<file path="src/rtl/store_buffer_pkg.sv">
// Shared definitions for the post-commit store buffer: opcodes, widths and the
// FIFO entry record.
package store_buffer_pkg;

  localparam logic [6:0] SW_OPCODE = 7'b0100011;
  localparam logic [6:0] LW_OPCODE = 7'b0000011;

  // Storage width of one entry; the top casts its ADDR_W/DATA_W ports into these.
  localparam int SB_ADDR_W = 32;
  localparam int SB_DATA_W = 32;

  typedef struct packed {
    logic                 valid;
    logic [SB_ADDR_W-1:0] addr;
    logic [SB_DATA_W-1:0] data;
  } sb_entry_t;

endpackage

</file>
<file path="src/rtl/sb_fwd_select.sv">
// Youngest-match selector for store-to-load forwarding: rotates the per-entry
// match vector so the oldest slot sits at bit 0, then picks the highest set bit.
module sb_fwd_select #(
  parameter int DEPTH = 4,
  parameter int PTR_W = 2
) (
  input  logic [DEPTH-1:0] match,
  input  logic [PTR_W-1:0] wr_ptr,
  output logic             hit,
  output logic [PTR_W-1:0] sel_idx
);

  logic [DEPTH-1:0] rotated;

  // rotated[k] is slot wr_ptr+k; k = DEPTH-1 is the entry written last.
  always_comb begin
    rotated = '0;
    for (int k = 0; k < DEPTH; k++) begin
      rotated[k] = match[wr_ptr + PTR_W'(k)];
    end
  end

  // NOTE: every always_comb output gets a default first so no latch is inferred.
  always_comb begin
    hit     = |rotated;
    sel_idx = '0;
    for (int k = 0; k < DEPTH; k++) begin
      if (rotated[k]) sel_idx = wr_ptr + PTR_W'(k);
    end
  end

endmodule

</file>
<file path="src/rtl/store_buffer.sv">
// Post-commit store buffer: in-order FIFO drained to data memory over req/ack,
// with combinational youngest-match forwarding to stage-4 loads.
module store_buffer
  import store_buffer_pkg::*;
#(
  parameter int DEPTH  = 4,
  parameter int ADDR_W = 32,
  parameter int DATA_W = 32
) (
  input  logic                     clk,
  input  logic                     reset_n,
  input  logic                     store_fifo_write_signal,
  input  logic [ADDR_W-1:0]        st_addr,
  input  logic [DATA_W-1:0]        st_data,
  output logic                     full,
  output logic                     empty,
  output logic [$clog2(DEPTH):0]   count,
  output logic                     overflow,
  output logic                     mem_req,
  output logic [ADDR_W-1:0]        mem_addr,
  output logic [DATA_W-1:0]        mem_wdata,
  input  logic                     mem_ack,
  input  logic [ADDR_W-1:0]        ld_addr,
  output logic                     ld_hit,
  output logic [DATA_W-1:0]        ld_data
);

  localparam int PTR_W = $clog2(DEPTH);
  localparam int CNT_W = PTR_W + 1;

  sb_entry_t        entry_q [DEPTH];
  logic [PTR_W-1:0] rd_ptr;
  logic [PTR_W-1:0] wr_ptr;
  logic [CNT_W-1:0] count_q;
  logic             overflow_q;

  logic             enq;
  logic             deq;
  sb_entry_t        head;
  logic [DEPTH-1:0] match;
  logic             fwd_hit;
  logic [PTR_W-1:0] fwd_idx;

  // Word stores only: the byte offset of a load never affects the match.
  logic unused_ld_offset;
  assign unused_ld_offset = ^ld_addr[1:0];

  // Status and memory-side outputs decode registered state only.
  assign full      = (count_q == CNT_W'(DEPTH));
  assign empty     = (count_q == '0);
  assign count     = count_q;
  assign overflow  = overflow_q;
  assign head      = entry_q[rd_ptr];
  assign mem_req   = !empty;
  assign mem_addr  = mem_req ? ADDR_W'(head.addr) : '0;
  assign mem_wdata = mem_req ? DATA_W'(head.data) : '0;

  // full comes from the registered count, so a full buffer rejects even when
  // the head is being acked in the same cycle.
  assign enq = store_fifo_write_signal && !full;
  assign deq = mem_req && mem_ack;

  // NOTE: the entry array is small, so it is reset in full; this keeps the
  // forwarding mux free of X even on slots that were never written.
  // NOTE: sequential state uses non-blocking assignments only.
  always_ff @(posedge clk or negedge reset_n) begin
    if (!reset_n) begin
      rd_ptr     <= '0;
      wr_ptr     <= '0;
      count_q    <= '0;
      overflow_q <= 1'b0;
      for (int i = 0; i < DEPTH; i++) begin
        entry_q[i] <= '0;
      end
    end else begin
      if (store_fifo_write_signal && full) overflow_q <= 1'b1;
      // enq and deq never hit the same slot: that needs count 0 or DEPTH.
      if (enq) begin
        entry_q[wr_ptr] <= '{valid: 1'b1,
                             addr:  SB_ADDR_W'(st_addr),
                             data:  SB_DATA_W'(st_data)};
        wr_ptr <= wr_ptr + PTR_W'(1);
      end
      if (deq) begin
        entry_q[rd_ptr].valid <= 1'b0;
        rd_ptr <= rd_ptr + PTR_W'(1);
      end
      unique case ({enq, deq})
        2'b10:   count_q <= count_q + CNT_W'(1);
        2'b01:   count_q <= count_q - CNT_W'(1);
        default: count_q <= count_q;
      endcase
    end
  end

  // The head being acked is still valid here; its valid bit clears next edge.
  always_comb begin
    match = '0;
    for (int i = 0; i < DEPTH; i++) begin
      match[i] = entry_q[i].valid &&
                 (entry_q[i].addr[ADDR_W-1:2] == ld_addr[ADDR_W-1:2]);
    end
  end

  sb_fwd_select #(
    .DEPTH (DEPTH),
    .PTR_W (PTR_W)
  ) u_fwd_select (
    .match   (match),
    .wr_ptr  (wr_ptr),
    .hit     (fwd_hit),
    .sel_idx (fwd_idx)
  );

  assign ld_hit  = fwd_hit;
  assign ld_data = fwd_hit ? DATA_W'(entry_q[fwd_idx].data) : '0;

endmodule

</file>
<file path="config.mk">
export PLATFORM = sky130hd
export DESIGN_NAME = store_buffer
export DESIGN_NICKNAME = d
export VERILOG_FILES = /design/src/rtl/store_buffer_pkg.sv /design/src/rtl/sb_fwd_select.sv /design/src/rtl/store_buffer.sv
export SDC_FILE = /design/constraint.sdc
export NUM_CORES = 1
export LEC_CHECK = 0
export CORE_UTILIZATION = 50
export DETAILED_ROUTE_END_ITERATION = 8
export GPL_TIMING_DRIVEN = 0
export PLACE_DENSITY_LB_ADDON = 0.08
export SLEW_MARGIN = 25
export SYNTH_ARGS = -nofsm -noshare
export SYNTH_HDL_FRONTEND = slang
export SYNTH_SLANG_ARGS = --single-unit
export TNS_END_PERCENT = 30
</file>
<file path="constraint.sdc">
create_clock -name clk -period 5.26 [get_ports clk]
set_input_delay 1.578 -clock clk [delete_from_list [all_inputs] [get_ports clk]]
set_output_delay 1.578 -clock clk [all_outputs]
set_load 0.01 [all_outputs]
</file>
* Word level (Yosys, flattened, before mapping)
Index checks and enable logic that the tools add are counted.
** Word-level totals
- Bits in registers :: 268
- Input bits :: 100
- Output and inout port bits :: 104
- Logic and storage cells :: 85
** Operators by class
- Add/sub/neg operators :: 6
- Magnitude comparators :: 9
- Equal/unequal tests :: 7
- Muxes and demuxes :: 30
- Bitwise gates (word level) :: 3
- Reduce and logical (&&, ||, !) cells :: 14
** Operators with widths (number)
- bitwise mux 260 bit :: 2
- 2-to-1 mux 260 bit :: 2
- binary-select mux 65 bit (select 2 bit) :: 2
- demux 65 bit (select 2 bit) :: 2
- 2-to-1 mux 32 bit :: 5
- 2-to-1 mux 65 bit :: 2
- 2-to-1 mux 64 bit :: 2
- equality test 30 bit :: 4
- < comparator 2 x 3 -> 1 bit (second input constant) :: 4
- >= comparator 3 bit (second input constant) :: 3
- logical AND 1 bit :: 9
- NOT 2 -> 3 bit :: 3
- binary-select mux 1 bit (select 2 bit) :: 4
- 2-to-1 mux 2 bit :: 4
- < comparator 3 x 1 -> 1 bit (second input constant) :: 2
- one-hot mux 3 bit (2 select lines) :: 1
- adder 2 x 1 -> 2 bit (second input constant) :: 2
- adder 2 bit (second input constant) :: 2
- 2-to-1 mux 1 bit :: 4
- OR reduction 4 bit :: 1
- adder 3 x 1 -> 3 bit (second input constant) :: 1
- equality test 3 bit (second input constant) :: 1
- zero test 3 bit :: 1
- subtractor 3 x 1 -> 3 bit (second input constant) :: 1
- 4 further kinds :: 5

* Logic depth before layout (Yosys ltp)
Gate-level depths: netlist of the first run.
- Word-level depth :: 13
- Mapped depth :: 13
- Depth with buffers taken out :: 10

* By module
From an unflattened synthesis of the first run, not the netlist that was laid out.
** Second synthesis, totals
- Cell total of the unflattened synthesis :: 1020
- Area, all modules :: 14767.9 µm²
** By module, submodules not included
- store_buffer :: instances 1, cells an instance 1010, area an instance 14692.8 µm², seq. area each 6706.4 µm²
- sb_fwd_select :: instances 1, cells an instance 10, area an instance 75.1 µm², seq. area each 0.0 µm²

* Worst setup path after synthesis of the first run
No wires, ideal clock.
- Path kind :: input port to output port
- Start :: input ld_addr[7]
- End :: output ld_data[0]
- Arrival time :: 3.781 ns
- Data required time :: 3.682 ns
- Path slack :: -0.099 ns
- Cell stages on the path :: 12
- Path buffers :: 3
- Cells stage by stage :: clkbuf_1 xnor2_1 nand4_1 nor4_2 nand2_1 mux4_2 a21oi_2 o31ai_2 buf_6 buf_6 mux2i_1 o22ai_1
** On the way
- Word-level cells in the longest chain between the ends :: 13
- Elaborated cells between the ends (all ways) :: 26
- Classes of those cells :: eq/ne (4); mux (16); bitwise (1); reduce/logical (5)
** Ends and longest elaborated chain
- from (decl) :: line store_buffer.sv:23 : input logic [ADDR_W-1:0] ld_addr,
- equality test 30 bit :: line store_buffer.sv:101 : (entry_q[i].addr[ADDR_W-1:2] == ld_addr[ADDR_W-1:2]);
- logical AND 1 bit :: line store_buffer.sv:100 : match[i] = entry_q[i].valid &&
- binary-select mux 1 bit (select 2 bit) :: line sb_fwd_select.sv:19 : rotated[k] = match[wr_ptr + PTR_W'(k)];
- 2-to-1 mux 1 bit (implied by the code) :: line sb_fwd_select.sv:19
- 2-to-1 mux 2 bit (4 in series) :: line sb_fwd_select.sv:28 : if (rotated[k]) sel_idx = wr_ptr + PTR_W'(k);
- NOT 2 -> 3 bit (implied by the code) :: line store_buffer.sv:116 : assign ld_data = fwd_hit ? DATA_W'(entry_q[fwd_idx].data) : '0;
- binary-select mux 65 bit (select 2 bit) :: line store_buffer.sv:116
- 2-to-1 mux 32 bit (implied by the code) (2 in series) :: line store_buffer.sv:116
- 2-to-1 mux 32 bit * :: line store_buffer.sv:116
- to (decl) :: line store_buffer.sv:25 : output logic [DATA_W-1:0] ld_data
Mark *: on every way between the ends. The rest lies on a longest branch, timed or not. The select of a mux whose other input is x is not followed.

* Worst setup path in the final report of the first run
- Start :: input ld_addr[20]
- End :: output ld_data[4]
Same word-level chain as after synthesis.

==> flow_summary.json, run 1 <==
{
  "dieArea_mm2": 0.0302,
  "avgViaCountPerCell": 5.81,
  "synth_seq_cells": 268,
  "globalplace.congestion": 0.871,
  "nets": 1425,
  "pwr-share-clk_pct": 17.2,
  "syn_inst": 1092,
  "crit_required_ns": 3.68,
  "async_reset_ff_share_pct": 100,
  "failed_checks": "negative setup slack",
  "vias": 10025,
  "hold_path.class": "flip-flop to flip-flop",
  "synth-edff-count": 0,
  "grt_pass1_wl_mm": 62.9,
  "dp_hpwl_mm": 28.8,
  "grt_pass1_vias": 10276,
  "stdcell_area_mm2": 0.0192,
  "ioPinCount": 204,
  "synth_area_leaders": "dfrtp_1 46%, mux2_2 20%, mux4_2 9.9%",
  "start_util_pct": 51.1,
  "drt-wirelength-per-cell_um": 23.9,
  "syn_area_per_cell_um2": 13.5,
  "yosysWarningCount": 0,
  "comb_power_share_pct": 50.1,
  "peakVddDrop_v": 0.000338,
  "grt_remaining_overflow": 0,
  "htreeDepth": 1,
  "ys_seq_area_share_pct": 45.5,
  "syn-num-nets": 1202,
  "p_per_area_mw_per_mm2": 659,
  "drc": 0,
  "clk_path_buf_depth": 3,
  "crit_fanout": 4,
  "drt-total-wl_mm": 41.2,
  "fp.dieH_um": 174,
  "layout-drive-gt1-share_pct": 45.1,
  "finalSetupViolCount": 51,
  "slew_headroom_pct": 37.5,
  "synth_cell_type_count": 39,
  "antenna_found_initial": 1,
  "p_leak_nw": 7.80,
  "min_to": "overflow",
  "clock_sinks": 268,
  "m1WireLength_mm": 19.2,
  "yosys.area.top_type": "dfrtp_1",
  "intPower_mw": 8.23,
  "fp.coreArea_mm2": 0.0289,
  "start_kind": "primary input",
  "finalPower_mw": 12.7,
  "endpoint_kind": "output port",
  "grt_usage_pct": 27.6,
  "fp.dieW_um": 174,
  "hold-path-cell-count": 1,
  "area_growth_syn_to_layout_pct": 30.5,
  "ant_nets": 0,
  "port_buffers": 171,
  "p_switching_mw": 4.44,
  "r2r_end": "rd_ptr[1]",
  "period_minus_slack_ns": 5.85,
  "hold_viol_final": 0,
  "reg2reg_from": "rd_ptr[0]",
  "cts_tree": "done",
  "drt_iter0_drc": 611,
  "maxCapViolCount": 0,
  "fmax_mhz": 171,
  "pwr-share-seq_pct": 32.7,
  "worst_pin_slew_ns": 0.937,
  "firstDrtPassIters": 4,
  "synth_area_mm2": 0.0147,
  "wl_met2_mm": 18.7,
  "clkTransAtPathRegs_ns": 0.05,
  "status": "finished, violations left",
  "cp.arrival_ns": 4.28,
  "top_layer_used": "met5",
  "synth_common_cells": "268 x dfrtp_1, 256 x mux2_2, 122 x xnor2_1",
  "synth_most_common_cell": "dfrtp_1",
  "synth_top_cell_area_share_pct": 45.5,
  "worst_path_most_repeated_cell": "buf_6",
  "worst_path_max_delay_cell": "mux4_2",
  "skew_ns": 0.0194,
  "cts_root_buf": "clkbuf_16",
  "insertion_delay_ns": 0.56,
  "worstSetupPathType": "primary input to output port",
  "rows": 62,
  "r2r_cells": 7,
  "path_cells": "buf_6, xnor2_4, nand4_1, nor4_4, buf_4, nand2_4, mux4_2, a21oi_2, o31ai_4, buf_6, buf_6, mux2i_2, o22ai_2, buf_2",
  "dr_wl_met3_mm": 2.54,
  "report.final.slew_viol_count": 0,
  "rrSetupSlack_ns": 2.20,
  "cts_buffers": 30,
  "min_from": "overflow",
  "fin_crit_sh_pct": 111,
  "place_area_mm2": 0.0173,
  "max_stage_delay_ns": 0.46,
  "rsz0062_at_grt": "yes",
  "grt_max_degree": 79,
  "switching_share_pct": 35.0,
  "synth_ff_type": "dfrtp_1",
  "setup_ws_ns": -0.594
}
==> metal layers <==
layer  global-route usage, %  vias up
met4                    5.81        2
met3                    5.20       55
li1                        -     4429
met2                    41.9      284
met5                       0        -
met1                    41.5     5255
==> worst max path at each step <==
| stage | end | slack, ns | depth (start not counted) | startpoint |
|---|---|---|---|---|
| 6_report | ld_data[4] | -0.59 | 14 | ld_addr[20] |
| 5_1_grt | ld_data[28] | -0.67 | 13 | ld_addr[25] |
| 4_1_cts | ld_data[23] | -0.53 | 13 | ld_addr[30] |
| 3_5_place_dp | ld_data[30] | -1.50 | 11 | ld_addr[8] |
| 3_3_place_gp | async pin | -9.25 | 1 | reset_n |
| 2_1_floorplan | ld_data[0] | -0.01 | 12 | ld_addr[7] |
==> worst max-delay path: cells and delay by family <==
| kind | cells | cell delay [ns] |
|---|---|---|
| buffers and inverters | 5 | 0.75 |
| AND/OR/NAND/NOR | 3 | 0.65 |
| multiplexers | 2 | 0.60 |
| AO/OA/AOI/OAI | 3 | 0.50 |
| XOR/XNOR | 1 | 0.18 |
==> area by class of cell <==
| cell class | instances | area [µm²] |
|---|---|---|
| Sequential cell | 268 | 6710 |
| Buffer | 94 | 736 |
| Timing Repair Buffer | 191 | 1840 |
| Multi-Input combinational cell | 721 | 8390 |
| Fill cell | 2153 | 9630 |
| Tap cell | 384 | 480 |
| Inverter | 9 | 37.5 |
| Clock inverter | 9 | 95.1 |
| Antenna cell | 1 | 2.50 |
| Clock buffer | 47 | 946 |
==> kinds of logic (layout without fill, tap and decap cells) <==
kind of cell / Yosys count / after routing / synth area share, %
other cells: 0 / 1 / 0
xor+xnor: 125 / 125 / 7.48
fa+ha+maj: 10 / 10 / 0.900
buf+inv: 103 / 350 / 3.51
compound gates: 65 / 65 / 2.71
flops: 268 / 268 / 45.5
mux: 386 / 386 / 33.9
simple gates: 135 / 135 / 5.97
==> cell usage in the layout (no fill, tap or decap), types with 19 or more instances in the layout <==
cell / instances
clkdlybuf4s50_1: 137
mux2_2: 256
xnor2_2: 39
clkbuf_16: 34
o22ai_2: 33
mux2i_1: 43
mux2i_2: 20
dfrtp_1: 268
buf_2: 40
clkbuf_1: 43
nand4_1: 28
and2_1: 66
buf_6: 19
xnor2_1: 72
mux4_2: 65
==> per-stage QoR <==
stage	TNS [ns]	cells	util [%]	hold slack, ns	worst slack [ns]
3_3_place_gp	-2513.65	1647	59.7	0.439	-9.25
3_5_place_dp	-43.49	1650	60.0	0.444	-1.50
2_1_floorplan	-0.305	1092	-	0.474	-0.0124
6_report	-20.31	1724	66.6	0.452	-0.594
4_1_cts	-19.44	1720	65.8	0.457	-0.529
5_1_grt	-26.92	1723	66.6	0.498	-0.673
==> power by group through the flow <==
stage / combinational, mW / clock [mW] / sequential, mW
2_1_floorplan: 3.97 / 0 / 3.76
3_3_place_gp: 6.00 / 0 / 3.98
3_5_place_dp: 6.09 / 0 / 4.02
4_1_cts: 6.32 / 2.20 / 4.10
5_1_grt: 6.75 / 2.29 / 4.29
6_report: 6.35 / 2.18 / 4.14
==> what timing repair did <==
item | CTS | global route
hold buffers | 0 | 0
setup endpoints to repair | 91 | 57
buffers inserted | 12 | 1
cloned | 2 | 2
pin swaps | 25 | 16
resized for setup | 251 | 37
No activity file was read; power rests on OpenSTA's default activity.
==> inputs of run 2 (changes only) <==
Settings changed: CORE_ASPECT_RATIO set to 1.25.
==> flow_summary.json, run 2 (synthesis results as in run 1) <==
{
  "status": "finished, violations left",
  "failed_checks": "negative setup slack",
  "start_util_pct": 51.4,
  "worst_path_max_delay_cell": "nor4_4",
  "maxCapViolCount": 0,
  "r2r_end": "rd_ptr[1]",
  "cts_tree": "done",
  "rrSetupSlack_ns": 2.12,
  "crit_required_ns": 3.68,
  "drt_iter0_drc": 427,
  "worstSetupPathType": "primary input to output port",
  "worst_path_most_repeated_cell": "buf_6",
  "crit_fanout": 10,
  "p_per_area_mw_per_mm2": 658,
  "p_switching_mw": 4.39,
  "vias": 9971,
  "switching_share_pct": 34.9,
  "fin_crit_sh_pct": 111,
  "min_from": "overflow",
  "peakVddDrop_v": 0.000436,
  "slew_headroom_pct": 36.6,
  "grt_pass1_vias": 10536,
  "p_leak_nw": 7.76,
  "min_to": "overflow",
  "grt_max_degree": 79,
  "path_buf_inv": 5,
  "rows": 69,
  "cp.arrival_ns": 4.29,
  "dieArea_mm2": 0.0302,
  "setup_ws_ns": -0.605,
  "dpl_worst_slack_ns": -1.50,
  "hold_viol_final": 0,
  "antenna_cells": 0,
  "finalSetupViolCount": 51,
  "worst_pin_slew_ns": 0.951,
  "final.fill_count": 2174,
  "port_buffers": 171,
  "grt_usage_pct": 28.1,
  "grt_pass1_wl_mm": 63.3,
  "skew_ns": 0.0123,
  "firstDrtPassIters": 4,
  "comb_power_share_pct": 50.3,
  "final_cell_mix": "268 x dfrtp_1, 256 x mux2_2, 137 x clkdlybuf4s50_1",
  "setup_tns_ns": -20.07,
  "fmax_mhz": 171,
  "r2r_cells": 7,
  "fp.dieW_um": 156,
  "reg2reg_from": "rd_ptr[0]",
  "clock_sinks": 268,
  "endpoint_kind": "output port",
  "cts_root_buf": "clkbuf_16",
  "critPathTopFamily": "buffers and inverters",
  "path_cells": "buf_6, xnor2_1, nand4_1, nor4_4, buf_4, a31oi_1, o21ai_1, a21oi_2, o31ai_4, buf_6, buf_6, mux2i_2, o22ai_2, buf_2",
  "area_growth_syn_to_layout_pct": 29.8,
  "drt-wirelength-per-cell_um": 23.9,
  "htreeDepth": 1,
  "insertion_delay_ns": 0.54,
  "dp_hpwl_mm": 29.1,
  "grt_remaining_overflow": 0,
  "fp.coreArea_mm2": 0.0287,
  "globalplace.congestion": 0.864,
  "hold-path-cell-count": 1,
  "cts_buffers": 28,
  "ant_nets": 0,
  "ioPinCount": 204,
  "hold_path.class": "flip-flop to flip-flop",
  "intPower_mw": 8.20,
  "fp.dieH_um": 194,
  "finalPower_mw": 12.6,
  "drc": 0,
  "avgViaCountPerCell": 5.78,
  "clk_path_buf_depth": 3,
  "nets": 1427,
  "max_stage_delay_ns": 0.41,
  "pwr-share-clk_pct": 16.7,
  "report.final.slew_viol_count": 0,
  "drt-total-wl_mm": 41.2,
  "pwr-share-seq_pct": 33.0,
  "rsz0062_at_grt": "yes",
  "start_kind": "primary input",
  "clkTransAtPathRegs_ns": 0.06,
  "layout-drive-gt1-share_pct": 45.1,
  "final_common_cell": "dfrtp_1",
  "period_minus_slack_ns": 5.86,
  "antenna_found_initial": 0
}
## run 2: area by class of cell
| class | instances | area (µm²) | share of cell area (%) |
|---|---|---|---|
| multi-input cells | 721 | 8400 | 43.9 |
| plain buffers | 93 | 681 | 3.56 |
| flip-flops and latches | 268 | 6710 | 35.1 |
| well taps | 390 | 488 | 2.55 |
| inverters | 9 | 33.8 | 0.177 |
| repair buffers | 196 | 1850 | 9.69 |
| clock inverters | 7 | 138 | 0.720 |
| clock buffers | 41 | 831 | 4.34 |
## run 2: repair_timing
item                                    CTS  global route
setup buffers                            18             3
endpoints found under the setup margin   91            79
pin swaps                                19            15
resized for setup                       237            47
hold buffers                              0             0
gates cloned                              3             0
## run 2: per-layer routing
layer	track usage (%)	routed length, µm	vias up
li1	-	-	4412
met1	34.7	16400	5208
met2	49.0	21300	270
met3	3.46	1610	81
met4	12.5	1880	0
met5	0	0	-
## run 2: how the worst max path moves through the flow
stage	start	end	slack [ns]	depth (start not counted)
finish	ld_addr[2]	ld_data[30]	-0.60	14
global route	ld_addr[2]	ld_data[30]	-0.70	14
global placement	reset_n	async pin	-9.10	1
floorplan	ld_addr[7]	ld_data[0]	-0.01	12
detailed placement	ld_addr[24]	ld_data[0]	-1.50	11
CTS	ld_addr[6]	ld_data[12]	-0.56	13
## run 2: power groups by stage
stage / registers, mW / logic, mW / clock network [mW]
after floorplan: 3.76 / 3.97 / 0
after global placement: 3.98 / 6.01 / 0
after detailed placement: 4.03 / 6.09 / 0
after CTS: 4.10 / 6.33 / 2.14
after global routing: 4.29 / 6.73 / 2.22
final: 4.16 / 6.33 / 2.10
## run 2: worst reg2reg max path, delay by kind of cell (launching register included)
kind | cells | cell delay [ns]
buffers and inverters | 4 | 2.06
DFF | 1 | 0.43
adders and majority gates | 1 | 0.34
AOI/OAI and AO/OA | 1 | 0.10
and+or+nand+nor | 1 | 0.06
## run 2: through the flow
| step | hold WS (ns) | instance area [µm²] | util [%] | cells |
|---|---|---|---|---|
| detailed placement | 0.445 | 17300 | 60.5 | 1656 |
| CTS | 0.459 | 19000 | 66.2 | 1725 |
| floorplan | 0.474 | 15000 | - | 1092 |
| finish | 0.457 | 19100 | 66.7 | 1725 |
| global route | 0.478 | 19100 | 66.7 | 1725 |
| global placement | 0.439 | 17200 | 60.2 | 1653 |
==> inputs of run 3 (changes only) <==
Settings changed: ABC_AREA set to 0.
==> results of run 3 <==
No change in the layout: final DEF, timing and power equal those of run 2.
